===== config.mk =====
export PLATFORM = sky130hd
export DESIGN_NAME = coherence_bus_ctrl
export DESIGN_NICKNAME = d
export VERILOG_FILES = /design/src/rtl/coherence_bus_ctrl.sv
export SDC_FILE = /design/constraint.sdc
export NUM_CORES = 1
export LEC_CHECK = 0
export ABC_AREA = 1
export BUFFER_PORTS_ARGS = -buffer_cell sky130_fd_sc_hd__buf_4
export CAP_MARGIN = 10
export CORE_AREA = 2 2 193 195
export CTS_CLUSTER_SIZE = 10
export DETAILED_ROUTE_END_ITERATION = 7
export DIE_AREA = 0 0 195 197
export MAX_ROUTING_LAYER = met4
export PLACE_DENSITY = 0.44
export SETUP_SLACK_MARGIN = 0.02
export SYNTH_ARGS = -nofsm -noshare
export SYNTH_HDL_FRONTEND = slang
export SYNTH_SLANG_ARGS = --single-unit

===== constraint.sdc =====
create_clock -name CLK -period 3.8 [get_ports CLK]
set_input_delay 0.19 -clock CLK [delete_from_list [all_inputs] [get_ports CLK]]
set_output_delay 0.19 -clock CLK [all_outputs]
set_load 0.01 [all_outputs]

===== src/rtl/coherence_bus_ctrl.sv =====
// Memory/coherence controller: round-robin arbitration of icache/dcache requests onto one RAM port,
// with snooping of coherent dcache misses and cache-to-cache forwarding of dirty lines.
module coherence_bus_ctrl #(
  parameter int CPUS   = 2,
  parameter int WORD_W = 32
) (
  input  logic                           CLK,
  input  logic                           nRST,
  input  logic [CPUS-1:0]                iREN,
  input  logic [CPUS-1:0][WORD_W-1:0]    iaddr,
  output logic [CPUS-1:0]                iwait,
  output logic [CPUS-1:0][WORD_W-1:0]    iload,
  input  logic [CPUS-1:0]                dREN,
  input  logic [CPUS-1:0]                dWEN,
  input  logic [CPUS-1:0][WORD_W-1:0]    daddr,
  input  logic [CPUS-1:0][WORD_W-1:0]    dstore,
  output logic [CPUS-1:0]                dwait,
  output logic [CPUS-1:0][WORD_W-1:0]    dload,
  input  logic [CPUS-1:0]                cctrans,
  input  logic [CPUS-1:0]                ccwrite,
  output logic [CPUS-1:0]                ccwait,
  output logic [CPUS-1:0]                ccinv,
  output logic [CPUS-1:0][WORD_W-1:0]    ccsnoopaddr,
  output logic                           ramREN,
  output logic                           ramWEN,
  output logic [WORD_W-1:0]              ramaddr,
  output logic [WORD_W-1:0]              ramstore,
  input  logic [WORD_W-1:0]              ramload,
  input  logic [1:0]                     ramstate
);

  localparam int GW = (CPUS > 1) ? $clog2(CPUS) : 1;
  localparam logic [1:0] RAM_ACCESS = 2'd2;

  typedef enum logic [2:0] {IDLE, SNOOP, SNOOP_RESP, C2C, RAM} state_t;

  state_t          state;
  logic [GW-1:0]   gnt;
  logic [GW-1:0]   owner;
  logic [GW-1:0]   ptr;
  logic            src_d;

  logic            found;
  logic [GW-1:0]   pick;
  logic            pick_d;
  logic            own_found;
  logic [GW-1:0]   own_sel;
  logic            acc;

  assign acc = (ramstate == RAM_ACCESS);

  // Round-robin search starting at ptr; dcache wins over icache of the same core.
  always_comb begin
    logic [GW-1:0] idx;
    found  = 1'b0;
    pick   = '0;
    pick_d = 1'b0;
    idx    = '0;
    for (int unsigned k = 0; k < CPUS; k++) begin
      idx = GW'((32'(ptr) + k) % CPUS);
      if (!found && (dREN[idx] || dWEN[idx] || iREN[idx])) begin
        found  = 1'b1;
        pick   = idx;
        pick_d = dREN[idx] || dWEN[idx];
      end
    end
  end

  always_comb begin
    logic [GW-1:0] jj;
    own_found = 1'b0;
    own_sel   = '0;
    jj        = '0;
    for (int unsigned j = 0; j < CPUS; j++) begin
      jj = GW'(j);
      if (!own_found && (jj != gnt) && ccwrite[jj]) begin
        own_found = 1'b1;
        own_sel   = jj;
      end
    end
  end

  always_ff @(posedge CLK) begin
    if (!nRST) begin
      state <= IDLE;
      gnt   <= '0;
      owner <= '0;
      ptr   <= '0;
      src_d <= 1'b0;
    end else begin
      case (state)
        IDLE: if (found) begin
          gnt   <= pick;
          src_d <= pick_d;
          state <= (pick_d && cctrans[pick]) ? SNOOP : RAM;
        end
        SNOOP: state <= SNOOP_RESP;
        SNOOP_RESP: begin
          owner <= own_sel;
          state <= own_found ? C2C : RAM;
        end
        C2C, RAM: if (acc) begin
          state <= IDLE;
          ptr   <= (gnt == GW'(CPUS - 1)) ? '0 : gnt + 1'b1;
        end
        default: state <= IDLE;
      endcase
    end
  end

  // Strobes and snoop outputs never depend on ramstate, so they live apart from the wait/load logic.
  always_comb begin
    logic [GW-1:0] jj;
    jj          = '0;
    ccwait      = '0;
    ccinv       = '0;
    ccsnoopaddr = '0;
    ramREN      = 1'b0;
    ramWEN      = 1'b0;
    ramaddr     = '0;
    ramstore    = '0;
    if (state == SNOOP || state == SNOOP_RESP || state == C2C) begin
      for (int unsigned j = 0; j < CPUS; j++) begin
        jj = GW'(j);
        if (jj != gnt) begin
          ccwait[jj]      = 1'b1;
          ccsnoopaddr[jj] = daddr[gnt];
          ccinv[jj]       = ccwrite[gnt];
        end
      end
    end
    case (state)
      C2C: begin
        ramWEN   = 1'b1;
        ramaddr  = daddr[gnt];
        ramstore = dstore[owner];
      end
      RAM: begin
        ramstore = dstore[gnt];
        if (src_d) begin
          ramREN  = dREN[gnt];
          ramWEN  = dWEN[gnt];
          ramaddr = daddr[gnt];
        end else begin
          ramREN  = 1'b1;
          ramaddr = iaddr[gnt];
        end
      end
      default: ;
    endcase
  end

  always_comb begin
    iwait = '1;
    dwait = '1;
    iload = '0;
    dload = '0;
    case (state)
      C2C: begin
        dload[gnt] = dstore[owner];
        if (acc) begin
          dwait[gnt]   = 1'b0;
          dwait[owner] = 1'b0;
        end
      end
      RAM: if (acc) begin
        if (src_d) begin
          dwait[gnt] = 1'b0;
          dload[gnt] = ramload;
        end else begin
          iwait[gnt] = 1'b0;
          iload[gnt] = ramload;
        end
      end
      default: ;
    endcase
  end

endmodule


==> flow_metrics.py <==
metrics = {
    "clock_network": {
        "insertion_delay_ps": 230,
        "cts_tree": "yes",
        "cts-root-buf": "clkbuf_16",
        "clock_sinks": 7,
        "clk_path_buf_depth": 2,
        "post_cts_buffers": 0,
        "hold_buffers": 0,
        "cts.htree.levels": 1,
        "cts_resized": 0,
        "path_clk_slew_ps": 40,
        "cts_buffers": 3,
    },
    "routing": {
        "dr_total_vias": 7367,
        "antenna_left": 0,
        "drt-pass1-iter-count": 4,
        "routedWlPerCell_um": 17.3,
        "first_iter_violations": 375,
        "drc_errors": 0,
        "drt_wl_total_um": 30300,
        "vias_per_cell": 4.21,
    },
    "sta": {
        "finalMaxSlewViolations": 0,
        "fmaxAchievable_mhz": 375,
        "fin_skew_ps": 1.20,
        "max-slew-margin-rel": 0.379,
        "timing.final.crit_share": 0.702,
        "worstMarginPinSlew_ps": 928,
        "finalHoldViolCount": 0,
        "rsz0062_at_grt": "no",
        "fin_setup_tns_ps": 0,
        "period_minus_slack_ps": 2670,
        "finalSetupViolCount": 0,
    },
    "worst_hold_path": {
        "hold_class": "in2reg",
        "holdPathEnd": "state[0]$_SDFFE_PN0P_",
        "min-delay-start": "nRST",
        "worstHoldPathCells": 3,
    },
    "logic_synthesis": {
        "ys_ff_latch": 7,
        "synth-seq-area-share": 0.0353,
        "synth_nets": 1071,
        "yosysUniqueCellTypes": 24,
        "async_flop_share": 0,
        "syn_area_sq_um": 3970,
        "postSynthCellCount": 833,
        "yosys_warnings": 0,
        "synth.most_common_cell": "nand2_1",
        "synth_flop_cell": "dfxtp_1",
        "netlist.area_leader.share": 0.197,
        "synth_edf_count": 0,
        "avgSynthCellArea_sq_um": 4.77,
        "synthTopCellsByArea": "nand2_1 20%, o22ai_1 15%, nor2_1 14%, o21ai_0 11%, inv_1 9.6%",
        "ys_top_cells_by_count": "208 x nand2_1, 145 x nor2_1, 102 x inv_1",
        "yosysTopAreaCell": "nand2_1",
    },
    "critical_path": {
        "arrival_ps": 2480,
        "path_class": "reg2out",
        "reg2reg_to": "ptr$_SDFFE_PN0P_",
        "r2r_slack_ps": 1880,
        "path_max_fanout": 50,
        "cp-start-kind": "register",
        "end_kind": "output pin",
        "required_ps": 3610,
        "r2r_cells": 8,
        "r2r-start": "state[0]$_SDFFE_PN0P_",
    },
    "floorplan": {
        "die_y_um": 197,
        "core_area_sq_um": 36300,
        "dieArea_sq_um": 38400,
        "dieWidth_um": 195,
        "ios": 504,
        "initial_core_util": 0.110,
        "rows": 70,
    },
    "place": {
        "gp_congestion": 0.877,
        "dp.cells": 1746,
        "hpwl_um": 24000,
        "port-buffer-count": 503,
    },
    "final_layout": {
        "final_cells": 1750,
        "finish.utilization": 0.227,
        "area_growth_pct": 107,
        "n_antenna_cell": 0,
        "drive_gt1_frac": 0.422,
        "nets": 1521,
    },
    "run": {
        "drv_cap": 0,
    },
    "global_route": {
        "grt_usage": 0.148,
        "first_global_vias": 7165,
        "antenna_found_initial": 0,
        "overflow": 0,
        "grt_pass1_wl_um": 43100,
        "grt_max_degree": 65,
    },
    "outcome": {
        "status": "finished, final reports clean",
    },
    "power": {
        "p_leak_uw": 0.00430,
        "finalPower_uw": 2020,
        "ir_drop_uv": 144,
        "powerDensity_nw_per_um2": 245,
    },
}
[report_power, final]
group | internal (uW) | leakage [uW] | total [uW] | switching, uW
Combinational | 707 | 0.00421 | 1690 | 983
Clock | 140 | 0.0000382 | 182 | 42.1
Sequential | 88.3 | 0.0000586 | 143 | 55.1
[cell usage in the layout, fill, tap and decap left out, types with 2 or more instances in the layout]
cell type and count:
a21oi_1 6, a22oi_1 33, and2_1 12, buf_12 2, buf_4 516, clkbuf_16 3
dfxtp_1 5, inv_1 102, inv_2 6, nand2_1 205, nand2_2 3, nand3_1 8
nor2_1 144, nor2_2 4, nor3_1 3, o21a_1 21, o21ai_0 88, o21ai_1 14
o22ai_1 96
[registers in the layout, summed over array words and instances, names as in the netlist]
| signal | cells |
|---|---|
| state | 3 |
| gnt | 1 |
| owner | 1 |
| ptr | 1 |
| src_d | 1 |
[stage by stage]
step                worst slack, ps  hold WS [ps]  area (sq um)
floorplan                      2320           288          3970
global placement               1390           439          8150
detailed placement             1320           439          8150
CTS                            1080           203          8230
global route                    911           230          8230
finish                         1130           199          8230
[cells by family after synthesis]
group / count (synthesis) / synth area share
flops: 7 / 0.0353
compound gates: 261 / 0.395
simple gates: 383 / 0.380
buf+inv: 182 / 0.190
[per-layer routing]
layer	GRT usage	part of all wire	wire, um
met5	-	0	0
met4	0.0235	0.014	421
met3	0.0171	0.060	1820
met2	0.263	0.51	15300
met1	0.182	0.42	12800
[worst max path at each step]
| stage | end | startpoint | slack, ps |
|---|---|---|---|
| floorplan | ramstore[0] | state[0]$_SDFFE_PN0P_ | 2320 |
| detailed placement | iload[59] | gnt$_SDFFE_PN0P_ | 1320 |
| CTS | iload[59] | gnt$_SDFFE_PN0P_ | 1080 |
| global route | iload[34] | gnt$_SDFFE_PN0P_ | 910 |
| finish | iload[52] | gnt$_SDFFE_PN0P_ | 1130 |
| global placement | iload[35] | gnt$_SDFFE_PN0P_ | 1390 |
[worst max-delay path, cell delays in order (launching register included)]
cell     delay (ps)
dfxtp_4         670
inv_4           350
nor2_2          210
nand2_2         540
nor2_1          290
buf_4           160
[cell type report]
cell class | count | area, sq um
Clock buffer | 4 | 78.8
Fill cell | 4212 | 28000
Inverter | 109 | 412
Multi-Input combinational cell | 644 | 3100
Sequential cell | 7 | 145
Tap cell | 468 | 586
Timing Repair Buffer | 518 | 3910
Note: power is estimated with default switching activity, not from simulation.
